File: config.mk
export PLATFORM = sky130hd
export DESIGN_NAME = main_fsm
export DESIGN_NICKNAME = d
export VERILOG_FILES = /design/src/rtl/riscv_pkg.sv /design/src/rtl/main_fsm.sv
export SDC_FILE = /design/constraint.sdc
export NUM_CORES = 1
export LEC_CHECK = 0
export BUFFER_PORTS_ARGS = -buffer_cell sky130_fd_sc_hd__buf_2
export CORE_AREA = 2 2 39 41
export CTS_CLUSTER_DIAMETER = 200
export DETAILED_ROUTE_END_ITERATION = 6
export DIE_AREA = 0 0 41 43
export MAX_ROUTING_LAYER = met4
export PLACE_DENSITY = 0.68
export SETUP_SLACK_MARGIN = 0.05
export SYNTH_ARGS = -nofsm -noshare
export SYNTH_HDL_FRONTEND = slang
export SYNTH_SLANG_ARGS = --single-unit
File: constraint.sdc
create_clock -name clk -period 1.6 [get_ports clk]
set_clock_uncertainty 0.1 [all_clocks]
set_input_delay 0.16 -clock clk [delete_from_list [all_inputs] [get_ports clk]]
set_output_delay 0.16 -clock clk [all_outputs]
set_load 0.02 [all_outputs]
File: src/rtl/riscv_pkg.sv
// rtl/riscv_pkg.sv - shared controller types, opcodes and datapath select encodings
package riscv_pkg;

    typedef enum logic [3:0] {
        S_FETCH     = 4'd0,
        S_DECODE    = 4'd1,
        S_MEMADR    = 4'd2,
        S_MEMREAD   = 4'd3,
        S_MEMWB     = 4'd4,
        S_MEMWRITE  = 4'd5,
        S_EXECUTER  = 4'd6,
        S_ALUWB     = 4'd7,
        S_EXECUTEI  = 4'd8,
        S_JAL       = 4'd9,
        S_BEQ       = 4'd10
    } statetype;

    localparam logic [6:0] OP_LW  = 7'b0000011;
    localparam logic [6:0] OP_SW  = 7'b0100011;
    localparam logic [6:0] OP_R   = 7'b0110011;
    localparam logic [6:0] OP_I   = 7'b0010011;
    localparam logic [6:0] OP_JAL = 7'b1101111;
    localparam logic [6:0] OP_BEQ = 7'b1100011;

    localparam logic [1:0] ALUOP_ADD   = 2'b00;
    localparam logic [1:0] ALUOP_SUB   = 2'b01;
    localparam logic [1:0] ALUOP_FUNCT = 2'b10;

    localparam logic [1:0] RESULT_ALUOUT    = 2'b00;
    localparam logic [1:0] RESULT_DATA      = 2'b01;
    localparam logic [1:0] RESULT_ALURESULT = 2'b10;

    localparam logic [1:0] SRCA_PC    = 2'b00;
    localparam logic [1:0] SRCA_OLDPC = 2'b01;
    localparam logic [1:0] SRCA_RS1   = 2'b10;

    localparam logic [1:0] SRCB_RS2   = 2'b00;
    localparam logic [1:0] SRCB_IMM   = 2'b01;
    localparam logic [1:0] SRCB_FOUR  = 2'b10;

    function automatic logic op_supported(input logic [6:0] op);
        return (op == OP_LW) || (op == OP_SW) || (op == OP_R) ||
               (op == OP_I) || (op == OP_JAL) || (op == OP_BEQ);
    endfunction

endpackage

File: src/rtl/main_fsm.sv
// rtl/main_fsm.sv - multicycle RISC-V main controller (Moore FSM)
module main_fsm
    import riscv_pkg::*;
(
    input  logic       clk,
    input  logic       reset_n,
    input  logic [6:0] op,
    input  logic       zero,
    output logic       PCWrite,
    output logic       AdrSrc,
    output logic       MemWrite,
    output logic       IRWrite,
    output logic [1:0] ResultSrc,
    output logic [1:0] ALUSrcA,
    output logic [1:0] ALUSrcB,
    output logic [1:0] ALUOp,
    output logic       RegWrite,
    output logic       illegal_op,
    output logic [3:0] state
);

    statetype cur_state, nxt_state;
    logic     pc_update, branch, mem_write_raw, ir_write_raw, reg_write_raw;

    always_ff @(posedge clk or negedge reset_n) begin
        if (!reset_n) cur_state <= S_FETCH;
        else          cur_state <= nxt_state;
    end

    always_comb begin
        nxt_state = S_FETCH;
        case (cur_state)
            S_FETCH:    nxt_state = S_DECODE;
            S_DECODE: begin
                case (op)
                    OP_LW, OP_SW: nxt_state = S_MEMADR;
                    OP_R:         nxt_state = S_EXECUTER;
                    OP_I:         nxt_state = S_EXECUTEI;
                    OP_JAL:       nxt_state = S_JAL;
                    OP_BEQ:       nxt_state = S_BEQ;
                    default:      nxt_state = S_FETCH;
                endcase
            end
            S_MEMADR:   nxt_state = (op == OP_SW) ? S_MEMWRITE : S_MEMREAD;
            S_MEMREAD:  nxt_state = S_MEMWB;
            S_EXECUTER: nxt_state = S_ALUWB;
            S_EXECUTEI: nxt_state = S_ALUWB;
            S_JAL:      nxt_state = S_ALUWB;
            default:    nxt_state = S_FETCH;
        endcase
    end

    always_comb begin
        AdrSrc        = 1'b0;
        mem_write_raw = 1'b0;
        ir_write_raw  = 1'b0;
        reg_write_raw = 1'b0;
        pc_update     = 1'b0;
        branch        = 1'b0;
        ResultSrc     = RESULT_ALUOUT;
        ALUSrcA       = SRCA_PC;
        ALUSrcB       = SRCB_RS2;
        ALUOp         = ALUOP_ADD;
        case (cur_state)
            S_FETCH: begin
                ir_write_raw = 1'b1;
                pc_update    = 1'b1;
                ALUSrcB      = SRCB_FOUR;
                ResultSrc    = RESULT_ALURESULT;
            end
            S_DECODE: begin
                ALUSrcA = SRCA_OLDPC;
                ALUSrcB = SRCB_IMM;
            end
            S_MEMADR: begin
                ALUSrcA = SRCA_RS1;
                ALUSrcB = SRCB_IMM;
            end
            S_MEMREAD:  AdrSrc = 1'b1;
            S_MEMWB: begin
                ResultSrc     = RESULT_DATA;
                reg_write_raw = 1'b1;
            end
            S_MEMWRITE: begin
                AdrSrc        = 1'b1;
                mem_write_raw = 1'b1;
            end
            S_EXECUTER: begin
                ALUSrcA = SRCA_RS1;
                ALUOp   = ALUOP_FUNCT;
            end
            S_EXECUTEI: begin
                ALUSrcA = SRCA_RS1;
                ALUSrcB = SRCB_IMM;
                ALUOp   = ALUOP_FUNCT;
            end
            S_ALUWB:    reg_write_raw = 1'b1;
            S_JAL: begin
                ALUSrcA   = SRCA_OLDPC;
                ALUSrcB   = SRCB_FOUR;
                pc_update = 1'b1;
            end
            S_BEQ: begin
                ALUSrcA = SRCA_RS1;
                ALUOp   = ALUOP_SUB;
                branch  = 1'b1;
            end
            default: ;
        endcase
    end

    // Enables are masked by reset so nothing is written while the FSM is held.
    assign PCWrite    = reset_n & (pc_update | (branch & zero));
    assign IRWrite    = reset_n & ir_write_raw;
    assign MemWrite   = reset_n & mem_write_raw;
    assign RegWrite   = reset_n & reg_write_raw;
    assign illegal_op = (cur_state == S_DECODE) && !op_supported(op);
    assign state      = cur_state;

endmodule

After elaboration in Yosys (flattened, before gate mapping)
Cells that the tools add are included.
- reductions and logical operators: 17
- bitwise logic cells: 6
- equal/unequal tests: 16
- multiplexer cells: 13
- operators with widths (operator ; count):
    $pmux 4 s5 ; 2
    $eq 4x3->1 const B ; 4
    $pmux 2 s2 ; 4
    $eq 7x6->1 const B ; 2
    $eq 7x7->1 const B ; 2
    $eq 4x4->1 const B ; 3
    $reduce_or 2->1 ; 6
    $eq 4x2->1 const B ; 2
    $eq 7x2->1 const B ; 1
    $eq 7x5->1 const B ; 1
    $mux 1 ; 6
    $reduce_or 3->1 ; 2
    $and 1x1->1 ; 5
    $logic_or 1x1->1 ; 5
    $eq 4x1->1 const B ; 1
    $logic_not 4->1 ; 1
    $reduce_or 4->1 ; 1
    $mux 3 ; 1
    $logic_and 1x1->1 ; 1
    $logic_not 1->1 ; 1
    $or 1x1->1 ; 1
- input bits: 10
- flip-flop bits (word level): 4
- word-level logic and storage cells: 53

Logic depth before layout (Yosys ltp)
- word-level depth: 8
- mapped depth: 5

Worst setup path after synthesis
No wires, ideal clock.
- path kind: register to output
- start: reg cur_state[2] (netlist: state[2])
- end: out IRWrite
- setup slack: -395 ps
- required time: 1340 ps
- data arrival time: 1735 ps
- buffers on the path: 1
- stages on the path, launching flop included: 4
- cells stage by stage: dfrtp_1 > buf_2 > nor4_1 > and2_1
- cells in the longest elaborated chain, start to end: 3
- ends and longest elaborated chain (item ; line ; RTL):
    start: declaration ; main_fsm.sv:22 ; statetype cur_state, nxt_state;
    start signal: assignment ; main_fsm.sv:27 ; else cur_state <= nxt_state;
    $logic_not 4->1 ; main_fsm.sv:64 ; case (cur_state)
    $mux 1 ; main_fsm.sv:64 ;
    $and 1x1->1 ; main_fsm.sv:114 ; assign IRWrite = reset_n & ir_write_raw;
    end: declaration ; main_fsm.sv:12 ; output logic IRWrite,
Every way passes these cells.

Final worst setup path
- start: reg cur_state[1] (netlist: state[1])
- end: out illegal_op
- cells in the longest elaborated chain, start to end: 2
- ends and longest elaborated chain (item ; line ; RTL):
    $eq 4x1->1 ; main_fsm.sv:117 ; assign illegal_op = (cur_state == S_DECODE) && !op_supported(op);
    $logic_and 1x1->1 ; main_fsm.sv:117 ;
    end: declaration ; main_fsm.sv:18 ; output logic illegal_op,
Every way passes these cells.

==> out/qor.yml <==
root_buffer: "clkbuf_4"
placedCellCount: 117
nNetsFinal: 122
fin_util_pct: 67.4
yosysMostFrequentCell: "nor2_1"
synth_edf_count: 0
outcome: "finished with violations"
first_pass_iters: 4
yosys-top-cells-area: "dfrtp_1 21%, nor2_1 7.8%, a21oi_1 6.3%"
synthToLayoutAreaGrowth_pct: 94.0
groute.usage.overall_pct: 18.6
antenna_left: 0
period_share_pct: 106
clock_latency_ns: 0.24
routed_wl_um: 1520
crit_required_ns: 1.34
synthTopCellsByCount: "10 x nor2_1, 6 x a21oi_1, 6 x nand2_1, 5 x o21ai_0"
slew_viol_final: 0
finalWorstSetupSlack_ns: -0.104
die_w_um: 41
hold_violations: 0
ioPinCount: 28
fin_setup_tns_ns: -0.245
cts_buffer_depth: 2
dpl-instance-area_um2: 739
fp.dieH_um: 43
seq_area_frac_synth_pct: 20.8
largest_reg_flops: 4
gp_congestion: 0.726
drive_gt1_share_pct: 64.0
slew_headroom_pct: 81.0
cp.arrival_ns: 1.44
cap_violations: 0
fin_cells: 127
crit_type: "register to output port"
synth.distinct_cells: 30
globalRouteOverflowTotal: 0
synth_top_cell_by_area: "dfrtp_1"
dp_hpwl_um: 1040
path_max_fanout: 3
grt_pass1_wl_um: 2240
hold_slack_ns: 0.157
hp-class: "primary input to register"
netlist.area_leader.share_pct: 20.8
async_reset_ff_share_pct: 100
syn_area_um2: 480
core-area_um2: 1380
synth_nets: 80
design_area_um2: 932
p_total_mw: 1.25
postSynthAreaPerCell_um2: 6.86
antenna_found_initial: 0
finalSetupViolCount: 5
p_per_area_nw_per_um2: 1340
start_util_pct: 34.7
ir_worst_vdd_uv: 965
ys_ff_latch: 4
period_needed_ns: 1.70
vias_per_cell: 5.06
design.die.area_um2: 1760
num_antenna_cells: 0
grt_pass1_vias: 607
clock.fmax_mhz: 587
tritoncts: "built"
rsz0062_at_grt: "yes"
leakagePower_nw: 0.427
grt_max_degree: 12
worst_slew_pin_slew_ns: 0.283
synth_flop_cell: "dfrtp_1"
cp-start-kind: "register"
cp-end-kind: "output port"
drc: 0
port_buffers: 27
fillers: 116
drtIter0Drc: 8
ys_warn_count: 0
clkTransAtPathRegs_ns: 0.05
pre_cts_ws_ns: 0.0901
cts.sinks: 4
rows: 14
wire_per_inst_um: 12.0
violations: "negative setup slack"
h-tree-depth: 1
vias: 643
netlist_instances: 70
cts_made_buffers: 3
[kinds of logic (layout without fill, tap and decap cells)]
| kind of cell | count (synthesis) | count (layout) | share of synthesized area (%) |
|---|---|---|---|
| buffers and inverters | 8 | 49 | 8.33 |
| xor gates and xnor gates | 2 | 2 | 3.65 |
| AOI/OAI and AO/OA | 18 | 18 | 22.4 |
| and+or+nand+nor | 38 | 38 | 44.8 |
| DFF | 4 | 4 | 20.8 |
[routing by layer]
layer | GRT usage [%] | vias to the layer above | part of all wire [%]
met5 | - | - | 0
met4 | 8.00 | 0 | 1.4
met3 | 3.14 | 2 | 5.2
met2 | 33.8 | 24 | 56
met1 | 17.5 | 292 | 37
li1 | - | 325 | -
[path summary, 6_finish.rpt]
check | end | slack (ns) | from | cells past startpoint
max in group asynchronous | state[0] | 1.02 | reset_n | 2
max reg2reg | state[0] | 0.26 | state[3] | 5
min reg2reg | state[3] | 0.50 | state[2] | 2
min in group asynchronous | state[1] | 0.18 | reset_n | 2
min | state[3] | 0.16 | op[0] | 3
max | illegal_op | -0.10 | state[1] | 4
[final cells by class]
| class | count | area [um2] | area share, % |
|---|---|---|---|
| Multi-Input combinational cell | 58 | 464 | 49.8 |
| Timing Repair Buffer | 41 | 298 | 31.9 |
| Sequential cell | 4 | 105 | 11.3 |
| Clock buffer | 4 | 26.3 | 2.82 |
| Tap cell | 16 | 20.0 | 2.15 |
| Inverter | 4 | 18.8 | 2.01 |
[worst max-delay path, cell delays in order (launching register included)]
cell and delay [ns]:
dfrtp_2 0.43, nand2b_4 0.15, or3_4 0.34, a31oi_4 0.15, buf_6 0.13
[power breakdown]
group          internal (mW)  switching, mW
registers              0.127         0.0336
clock network         0.0938         0.0460
logic                  0.456          0.496
[what timing repair did]
| action | CTS | global route |
|---|---|---|
| endpoints found under the hold margin | 4 | 0 |
| pin swaps | 5 | 3 |
| endpoints found under the setup margin | 11 | 13 |
| hold buffers | 1 | 0 |
| buffers inserted | 3 | 2 |
| resized for setup | 20 | 16 |
[cell usage in the layout (no fill, tap or decap), drive strengths merged]
master	n
xor2	2
dfrtp	4
dlygate4sd3	1
nand2	6
nor2b	1
o22ai	1
nand4	1
a31oi	2
buf	40
nand2b	5
clkbuf	4
a211o	1
o31a	1
nor2	10
and2	2
a22o	1
o21ai	5
or2	2
and3	1
clkinvlp	1
nor3	4
nand3	2
o211ai	1
inv	3
nor4	3
a21oi	6
or3	1
No activity file was read; power rests on OpenSTA's default activity.
